===== config.mk =====
export PLATFORM = sky130hd
export DESIGN_NAME = uart_tx_serializer
export DESIGN_NICKNAME = d
export VERILOG_FILES = /design/src/rtl/uart_pkg.sv /design/src/rtl/uart_tx_bit_timer.sv /design/src/rtl/uart_tx_serializer.sv
export SDC_FILE = /design/constraint.sdc
export NUM_CORES = 1
export LEC_CHECK = 0
export CAP_MARGIN = 40
export CORE_MARGIN = 8
export CORE_UTILIZATION = 40
export CTS_BUF_LIST = sky130_fd_sc_hd__clkbuf_2
export DETAILED_ROUTE_END_ITERATION = 8
export DONT_BUFFER_PORTS = 1
export PLACE_DENSITY = 0.62
export SLEW_MARGIN = 20
export SYNTH_ARGS = -nofsm -noshare
export SYNTH_HDL_FRONTEND = slang
export SYNTH_SLANG_ARGS = --single-unit
export TNS_END_PERCENT = 5

===== constraint.sdc =====
create_clock -name io_mainClk -period 3 [get_ports io_mainClk]
set_clock_uncertainty 0.15 [all_clocks]
set_input_delay 0.45 -clock io_mainClk [delete_from_list [all_inputs] [get_ports io_mainClk]]
set_output_delay 0.45 -clock io_mainClk [all_outputs]
set_load 0.05 [all_outputs]

===== src/rtl/uart_pkg.sv =====
// rtl/uart_pkg.sv - shared types and frame-format helpers for the UART transmit path
package uart_pkg;

  typedef enum logic [2:0] {
    ST_IDLE   = 3'd0,
    ST_START  = 3'd1,
    ST_DATA   = 3'd2,
    ST_PARITY = 3'd3,
    ST_STOP   = 3'd4
  } tx_state_e;

  localparam logic [1:0] PARITY_NONE = 2'd0;
  localparam logic [1:0] PARITY_EVEN = 2'd1;
  localparam logic [1:0] PARITY_ODD  = 2'd2;

  localparam logic STOP_ONE = 1'b0;
  localparam logic STOP_TWO = 1'b1;

  localparam int BIT_CNT_W = 3;

  // dataLength code 0..3 selects 5..8 data bits
  function automatic logic [3:0] data_bits(input logic [1:0] code);
    return {2'b00, code} + 4'd5;
  endfunction

  function automatic logic [BIT_CNT_W-1:0] data_last_idx(input logic [1:0] code);
    return {1'b0, code} + 3'd4;
  endfunction

  // code 3 is a second encoding of "no parity"
  function automatic logic parity_en(input logic [1:0] code);
    return (code == PARITY_EVEN) || (code == PARITY_ODD);
  endfunction

endpackage


===== src/rtl/uart_tx_bit_timer.sv =====
// rtl/uart_tx_bit_timer.sv - bit-period divider; ticks on the last clock of each bit
module uart_tx_bit_timer #(
  parameter int CLK_DIV_W = 20
) (
  input  logic                 i_clk,
  input  logic                 i_rst_n,
  input  logic                 i_run,
  input  logic                 i_clr,
  input  logic [CLK_DIV_W-1:0] i_div,
  output logic                 o_tick
);

  logic [CLK_DIV_W-1:0] r_cnt;

  assign o_tick = i_run && (r_cnt == i_div);

  always_ff @(posedge i_clk or negedge i_rst_n) begin
    if (!i_rst_n) begin
      r_cnt <= '0;
    end else if (!i_run || i_clr || o_tick) begin
      r_cnt <= '0;
    end else begin
      r_cnt <= r_cnt + CLK_DIV_W'(1);
    end
  end

endmodule


===== src/rtl/uart_tx_serializer.sv =====
// rtl/uart_tx_serializer.sv - UART transmit engine: FIFO stream in, framed serial out
// Optional UART_TX_CTS_EN adds io_cts_n flow control gating the next byte fetch.
module uart_tx_serializer
  import uart_pkg::*;
#(
  parameter int CLK_DIV_W = 20,
  parameter int DATA_W    = 8
) (
  input  logic                 io_mainClk,
  input  logic                 resetCtrl_systemResetn,
  input  logic                 io_read_valid,
  output logic                 io_read_ready,
  input  logic [DATA_W-1:0]    io_read_payload,
  input  logic [CLK_DIV_W-1:0] io_cfg_clockDivider,
  input  logic [1:0]           io_cfg_dataLength,
  input  logic [1:0]           io_cfg_parity,
  input  logic                 io_cfg_stop,
  output logic                 io_txd,
  output logic                 io_busy
`ifdef UART_TX_CTS_EN
  ,
  input  logic                 io_cts_n
`endif
);

  tx_state_e              r_state;
  logic                   r_txd;
  logic                   r_busy;
  logic                   r_alive;
  logic [BIT_CNT_W-1:0]   r_bit_cnt;
  logic [BIT_CNT_W-1:0]   r_last_idx;
  logic [DATA_W-1:0]      r_shift;
  logic                   r_par_en;
  logic                   r_par_bit;
  logic                   r_stop;
  logic [CLK_DIV_W-1:0]   r_div;

  logic                   w_tick;
  logic                   w_run;
  logic                   w_last_stop;
  logic                   w_ready;
  logic                   w_fire;
  logic                   w_tx_enable;
  logic [3:0]             w_nbits;
  logic                   w_par_xor;
  logic                   w_par_bit;
  logic [BIT_CNT_W-1:0]   w_stop_last;

`ifdef UART_TX_CTS_EN
  logic [1:0] r_cts_sync;

  always_ff @(posedge io_mainClk or negedge resetCtrl_systemResetn) begin
    if (!resetCtrl_systemResetn) begin
      r_cts_sync <= 2'b11;
    end else begin
      r_cts_sync <= {r_cts_sync[0], io_cts_n};
    end
  end

  assign w_tx_enable = !r_cts_sync[1];
`else
  assign w_tx_enable = 1'b1;
`endif

  assign w_run       = (r_state != ST_IDLE);
  assign w_stop_last = (r_stop == STOP_TWO) ? BIT_CNT_W'(1) : '0;
  assign w_last_stop = (r_state == ST_STOP) && (r_bit_cnt == w_stop_last) && w_tick;
  // r_alive keeps ready low while in reset and for the first clock out of it
  assign w_ready     = ((r_state == ST_IDLE) || w_last_stop) && w_tx_enable && r_alive;
  assign w_fire      = io_read_valid && w_ready;

  assign io_read_ready = w_ready;
  assign io_txd        = r_txd;
  assign io_busy       = r_busy;

  uart_tx_bit_timer #(
    .CLK_DIV_W(CLK_DIV_W)
  ) u_bit_timer (
    .i_clk  (io_mainClk),
    .i_rst_n(resetCtrl_systemResetn),
    .i_run  (w_run),
    .i_clr  (w_fire),
    .i_div  (r_div),
    .o_tick (w_tick)
  );

  // Parity is resolved at fire time over only the bits that will be sent
  always_comb begin
    w_nbits   = data_bits(io_cfg_dataLength);
    w_par_xor = 1'b0;
    for (int i = 0; i < DATA_W; i++) begin
      if (i < int'(w_nbits)) begin
        w_par_xor = w_par_xor ^ io_read_payload[i];
      end
    end
    w_par_bit = w_par_xor ^ (io_cfg_parity == PARITY_ODD);
  end

  always_ff @(posedge io_mainClk or negedge resetCtrl_systemResetn) begin
    if (!resetCtrl_systemResetn) begin
      r_state    <= ST_IDLE;
      r_txd      <= 1'b1;
      r_busy     <= 1'b0;
      r_alive    <= 1'b0;
      r_bit_cnt  <= '0;
      r_last_idx <= '0;
      r_shift    <= '0;
      r_par_en   <= 1'b0;
      r_par_bit  <= 1'b0;
      r_stop     <= STOP_ONE;
      r_div      <= '0;
    end else begin
      r_alive <= 1'b1;
      if (w_fire) begin
        r_state    <= ST_START;
        r_txd      <= 1'b0;
        r_busy     <= 1'b1;
        r_bit_cnt  <= '0;
        r_shift    <= io_read_payload;
        r_last_idx <= data_last_idx(io_cfg_dataLength);
        r_par_en   <= parity_en(io_cfg_parity);
        r_par_bit  <= w_par_bit;
        r_stop     <= io_cfg_stop;
        r_div      <= io_cfg_clockDivider;
      end else if (w_tick) begin
        case (r_state)
          ST_START: begin
            r_state   <= ST_DATA;
            r_txd     <= r_shift[0];
            r_bit_cnt <= '0;
          end
          ST_DATA: begin
            if (r_bit_cnt == r_last_idx) begin
              r_bit_cnt <= '0;
              if (r_par_en) begin
                r_state <= ST_PARITY;
                r_txd   <= r_par_bit;
              end else begin
                r_state <= ST_STOP;
                r_txd   <= 1'b1;
              end
            end else begin
              r_bit_cnt <= r_bit_cnt + BIT_CNT_W'(1);
              r_shift   <= {1'b0, r_shift[DATA_W-1:1]};
              r_txd     <= r_shift[1];
            end
          end
          ST_PARITY: begin
            r_state   <= ST_STOP;
            r_txd     <= 1'b1;
            r_bit_cnt <= '0;
          end
          ST_STOP: begin
            if (r_bit_cnt == w_stop_last) begin
              r_state   <= ST_IDLE;
              r_txd     <= 1'b1;
              r_busy    <= 1'b0;
              r_bit_cnt <= '0;
            end else begin
              r_bit_cnt <= r_bit_cnt + BIT_CNT_W'(1);
            end
          end
          default: begin
            r_state   <= ST_IDLE;
            r_txd     <= 1'b1;
            r_busy    <= 1'b0;
            r_bit_cnt <= '0;
          end
        endcase
      end
    end
  end

endmodule


# ---- After elaboration in Yosys (flattened, before gate mapping)
# Index checks and enable logic that the tools add are counted.
# Widths: inputs -> output; s select.
dict set report totals {
  out_inout_bits 3
  regBits 63
  inputBits 36
}
dict set report classes {
  reduce_logical 19
  eq_ne 13
  n_addsub 4
  n_mux 35
  order_cmp 8
  bitwise_logic 8
}
# cell n
set ops {}
lappend ops {{$mux 8} 4}
lappend ops {{$mux 3} 9}
lappend ops {{$add 20x1->20 const B} 1}
lappend ops {{$eq 20x20->1} 1}
lappend ops {{$mux 20} 1}
lappend ops {{$mux 1} 17}
lappend ops {{$lt 3x4->1 const A} 4}
lappend ops {{$pmux 3 s4} 1}
lappend ops {{$reduce_and 3->1} 3}
lappend ops {{$lt 1x4->1 const A} 2}
lappend ops {{$lt 2x4->1 const A} 2}
lappend ops {{$xor 1x1->1} 8}
lappend ops {{$eq 3x2->1 const B} 2}
lappend ops {{$pmux 3 s2} 1}
lappend ops {{$logic_and 1x1->1} 5}
lappend ops {{$add 2x3->4 const B} 1}
lappend ops {{$logic_or 1x1->1} 4}
lappend ops {{$ne 2x1->1 const B} 2}
lappend ops {{$reduce_bool 2->1} 2}
lappend ops {{$add 2x3->3 const B} 1}
lappend ops {{$add 3x1->3 const B} 1}
lappend ops {{$eq 3x1->1} 1}
lappend ops {{$eq 3x1->1 const B} 1}
lappend ops {{$eq 3x3->1} 1}
lappend ops {{other kinds (12)} 12}

# ---- Logic depth before layout (Yosys ltp)
dict set report depth {
  word_depth 18
  mapped_depth 9
  ltp_nobuf 7
}

# ---- Cells and area by module
# A second synthesis with hierarchy kept.
dict set report hier_totals {
  cells_unflattened 296
  hier_area_um2 3430.8
}
# module cells_each area_each_um2 instances
set by_module_without_submodules {}
lappend by_module_without_submodules {uart_tx_serializer 174 2269.7 1}
lappend by_module_without_submodules {uart_tx_bit_timer 122 1161.1 1}

# ---- Least setup slack after synthesis
# Ideal clock, no wire load.
dict set report synth_path {
  kind {register -> register}
  start {reg u_bit_timer.r_cnt[3]}
  end {reg r_shift[2]}
  setup_slack_ns 0.561
  arrival_ns 2.161
  period_less_slack_ns 2.439
  path_buffers 0
  t_required_ns 2.722
  stages_incl_launch_ff 7
  setup_ns 0.128
  path_cell_list {dfrtp_1 xor2_1 nor4_2 nand4_2 nor4b_4 mux2_2 mux2_1}
}
dict set report synth_via {
  elab_chain_len 8
  elab_cells_between_ends 11
  classes_between {eq/ne (2); mux (1); reduce/logical (8)}
}
# item line
set synth_rtl {}
lappend synth_rtl {{from (decl)} uart_tx_bit_timer.sv:13} ;# logic [CLK_DIV_W-1:0] r_cnt;
lappend synth_rtl {{from (signal assigned)} uart_tx_bit_timer.sv:23} ;# r_cnt <= r_cnt + CLK_DIV_W'(1);
lappend synth_rtl {{$eq 20x20->1 *} uart_tx_bit_timer.sv:15} ;# assign o_tick = i_run && (r_cnt == i_div);
lappend synth_rtl {{$logic_and 1x1->1 *} uart_tx_bit_timer.sv:15}
lappend synth_rtl {{$logic_and 1x1->1} uart_tx_serializer.sv:67} ;# assign w_last_stop = (r_state == ST_STOP) && (r_bit_cnt == w_stop_last) && w_tick;
lappend synth_rtl {{$logic_or 1x1->1} uart_tx_serializer.sv:69} ;# assign w_ready = ((r_state == ST_IDLE) || w_last_stop) && w_tx_enable && r_alive;
lappend synth_rtl {{$logic_and 1x1->1} uart_tx_serializer.sv:69}
lappend synth_rtl {{$logic_and 1x1->1} uart_tx_serializer.sv:70} ;# assign w_fire = io_read_valid && w_ready;
lappend synth_rtl {{$ne 2x1->1 (no source line) or $reduce_bool 2->1 (tied branches)} -}
lappend synth_rtl {{$reduce_and 3->1 (no source line)} -}
lappend synth_rtl {{to (signal assigned)} uart_tx_serializer.sv:119} ;# r_shift <= io_read_payload;
lappend synth_rtl {{to (signal assigned)} uart_tx_serializer.sv:144} ;# r_shift <= {1'b0, r_shift[DATA_W-1:1]};
lappend synth_rtl {{to (decl)} uart_tx_serializer.sv:32} ;# logic [DATA_W-1:0] r_shift;
# Every way passes the cells marked *; elsewhere a longest branch is shown, timed or not.
# A chain may end at the register's enable or synchronous reset.

# ---- Final worst setup path
dict set report layout_path {
  start {reg u_bit_timer.r_cnt[2]}
  end {reg r_shift[0]}
}
# The elaborated chain is that of the path after synthesis.

==> results.rst <==
.. list-table::
   :header-rows: 1

   * - Metric
     - Value
   * - Top flip-flop cell by instance count after synthesis
     - dfrtp_1
   * - Vias in the first global route
     - approximately 2400
   * - Effective utilization at floorplan
     - 0.415
   * - Worst hold path class
     - input pin to register
   * - Worst Max-Slew Pin Slew
     - ~0.64 ns
   * - Dpl ws
     - between 0.2 and 0.25 ns
   * - Combined global-route utilization of all metal layers
     - 0.128
   * - Clock transition at the registers of the reported paths
     - about 0.18 ns
   * - Post-Synthesis Cells
     - 280
   * - Final-report hold violation count
     - 0
   * - Largest net degree at the start of global routing
     - 64
   * - Share of layout cells above drive strength 1
     - 0.177
   * - CTS H-tree lvls
     - 3
   * - Post-synth cell types
     - 41
   * - Final period util
     - 0.941
   * - Post-detailed-route via-to-cell ratio
     - around 5.0
   * - CTS tree
     - yes
   * - Clk buf depth
     - 2
   * - Critical path start-end classification
     - register to register
   * - Endpoint type of the worst setup path
     - register
   * - RSZ-0062 raised after global routing
     - yes
   * - Post-Syn Nets
     - 319
   * - Residual overflow from global routing
     - 0
   * - Initial DRC Count
     - 75
   * - Post-synthesis cell type with the largest combined area
     - dfrtp_1
   * - Setup violations, final
     - 0
   * - Row cnt
     - 32
   * - First-pass GRT wire length
     - roughly 11000 um
   * - Max_cap viols
     - 0
   * - Synthesized cell area
     - between 0.003 and 0.004 sq mm
   * - Max rail drop VDD
     - 0.000363 V
   * - Largest delay share family, worst path
     - simple AND/OR/NAND/NOR gates
   * - Standard cell core area
     - a little under 0.008 sq mm
   * - Initial DRT Pass Iterations
     - 4
   * - Type of element launching the critical path
     - register
   * - Ys async rst share
     - 1.00
   * - ANT nets after route
     - 0
   * - #FFs+latches synth
     - 63
   * - Total chip power
     - approximately 0.0027 W
   * - Static leakage power
     - about 1.7 nW
   * - Power density relative to cell area
     - about 710 mW/mm^2
   * - Post-layout min period
     - 2.82 ns
   * - Proportion of netlist area held by the largest area contributor
     - 0.484
   * - Ordered list of cells on the worst path
     - xor2_1 > nor4_2 > nand4_2 > buf_4 > nor4b_4 > mux2_2 > mux2_1
   * - Run status
     - finished, final reports clean
   * - Pins over their slew limit
     - 0
   * - Average wire per cell in the routed design
     - approximately 15 um
   * - IO buf count
     - 0
   * - Die W
     - ~110 um
   * - Die Outline Area
     - between 0.01 and 0.015 sq mm
   * - NumNets Final
     - around 360
   * - Worst path slowest cell
     - nor4b_4
   * - Number of primary I/O pins
     - 39
   * - Highest clock rate
     - around 0.35 GHz
   * - Vertical die dimension
     - 106 um
   * - Number of design rule violations left after detail routing
     - 0
   * - Diode count
     - 0
   * - Post-DP HPWL
     - around 4600 um
   * - Relative slew slack
     - 0.569
   * - Buffer type at the clock tree root
     - clkbuf_2
   * - Clk_lat worst skew
     - slightly below 0.5 ns
   * - Count of flip-flops with a built-in enable after synthesis
     - 0
   * - Biggest cell delay along the critical path
     - 0.56 ns
   * - Max FO, Critical Path
     - 8
   * - Antenna violations before repair
     - 0
   * - Number of warning messages in the yosys log
     - 0
   * - Total Routed Length
     - approximately 6500 um
   * - Register-to-register setup slack
     - 0.18 ns
   * - Number of sinks on the clock net
     - 63
   * - Worst endpoint data arrival time
     - approximately 3.1 ns
   * - Seq/Total Area, Yosys
     - 0.492
   * - Top post-synthesis cells by area
     - dfrtp_1 48%, xor2_1 9.3%, mux2_2 9.1%, mux2_1 5.3%, xnor2_1 4.4%
   * - Min setup slack post-route
     - 0.176 ns
   * - Syn Area/Cell
     - 11.4 sq um
   * - Total buffers and inverters traversed by the critical path
     - 1
   * - Global placement routability congestion
     - between 0.8 and 0.9
   * - Synth-to-Final Area Change
     - 18.8%
   * - Required time at the endpoint of the critical path
     - ~3.3 ns
   * - Number of vias in the routed layout
     - between 2000 and 2500
   * - CTS buffer count
     - 9
## power by group
part / internal, W / leakage (nW) / switching (W) / total (W)
combinational: 0.000475 / 0.896 / 0.000398 / 0.000873
clock: 0.000108 / 0.0568 / 0.000293 / 0.000401
sequential: 0.00114 / 0.790 / 0.000276 / 0.00141
## worst register-to-register path: stages (launching register included)
cell and delay [ns]:
dfrtp_2 0.48, xor2_1 0.18, nor4_2 0.31, nand4_2 0.18
buf_4 0.19, nor4b_4 0.56, mux2_2 0.41, mux2_1 0.29
## per-layer routing
metal | track usage | up-vias | part of all wire
met4 | 0.0442 | 0 | 0.020
met5 | 0 | - | 0
met1 | 0.150 | 1061 | 0.43
met3 | 0.0475 | 11 | 0.049
met2 | 0.210 | 48 | 0.50
li1 | - | 1048 | -
## cells in the final DEF, fill, tap and decap left out, types with 2 or more instances in the layout
cell type / Yosys / final
nor2b_1: 2 / 2
mux2_2: 26 / 26
dlygate4sd3_1: 0 / 33
xnor2_1: 16 / 16
clkbuf_2: 1 / 11
clkinv_2: 0 / 2
a21o_1: 2 / 2
or3_1: 2 / 2
inv_1: 6 / 6
nand3_1: 12 / 12
a31oi_1: 2 / 2
o21ai_0: 5 / 5
nand2_1: 10 / 9
ha_1: 3 / 3
dfrtp_1: 62 / 61
xor2_1: 34 / 34
and3_1: 5 / 5
mux2i_1: 4 / 4
mux2_1: 15 / 15
nor2_1: 32 / 32
nor4_2: 2 / 4
nor3_1: 7 / 7
clkinv_1: 0 / 2
nand4_1: 2 / 2
buf_4: 1 / 5
nand2b_1: 5 / 5
## final timing paths
check                                       startpoint             to  depth (start not counted)
worst max-delay path              u_bit_timer.r_cnt[2]     r_shift[0]                          7
worst min-delay path                  io_cfg_parity[0]       r_par_en                          3
worst max register to register    u_bit_timer.r_cnt[2]     r_shift[0]                          7
worst min register to register           r_last_idx[2]  r_last_idx[2]                          1
max in group asynchronous       resetCtrl_systemResetn         io_txd                          2
min in group asynchronous       resetCtrl_systemResetn     r_shift[3]                          2
## kinds of logic (layout without fill, tap and decap cells)
kind of cell,count (synthesis),after routing,share of synthesized area
buf+inv,15,63,0.0250
simple gates,88,88,0.145
compound gates,15,15,0.0316
other cells,1,1,0.00117
flops,63,63,0.492
fa+ha+maj,3,3,0.0117
mux,45,45,0.157
xor+xnor,50,50,0.137
## layout make-up
class | count | area [sq um]
Clock inverter | 5 | 25.0
Tap cell | 102 | 128
Fill cell | 715 | 3920
Timing Repair Buffer | 41 | 427
Multi-Input combinational cell | 202 | 1570
Clock buffer | 11 | 55.1
Sequential cell | 63 | 1580
Inverter | 6 | 22.5
## state kept, by name, indices dropped and copies added, names as in the netlist
signal / flops
r_div: 20
u_bit_timer.r_cnt: 20
r_shift: 8
r_bit_cnt: 3
r_last_idx: 3
r_state: 3
io_busy: 1
io_txd: 1
r_alive: 1
r_par_bit: 1
r_par_en: 1
r_stop: 1
## repair_timing
action | CTS | global route
setup buffers | 1 | 3
pin swaps | 1 | 5
resized for setup | 1 | 5
endpoints found under the hold margin | 95 | 0
hold buffers | 34 | 0
endpoints found under the setup margin | 1 | 8
## metrics by stage
stage | cells | hold WS [ns] | setup TNS [ns] | area, sq um | util
6_report | 430 | 0.0611 | 0 | 3810 | 0.493
5_1_grt | 430 | 0.00401 | -0.0115 | 3810 | 0.493
4_1_cts | 427 | 0.00242 | 0 | 3760 | 0.487
3_5_place_dp | 376 | 0.00631 | 0 | 3310 | 0.428
3_3_place_gp | 376 | 0.00629 | 0 | 3310 | 0.428
2_1_floorplan | 280 | 0.00441 | 0 | 3200 | -
## cells in the mapped netlist, types with 2 or more instances
cell	count
dfrtp_1	62
xor2_1	34
nor2_1	32
mux2_2	26
xnor2_1	16
mux2_1	15
nand3_1	12
nand2_1	10
nor3_1	7
inv_1	6
and3_1	5
nand2b_1	5
o21ai_0	5
mux2i_1	4
buf_2	3
ha_1	3
nor4_1	3
a21o_1	2
a31oi_1	2
buf_6	2
clkbuf_1	2
nand4_1	2
nor2b_1	2
nor4_2	2
or3_1	2
(Power assumes the default switching activity.)
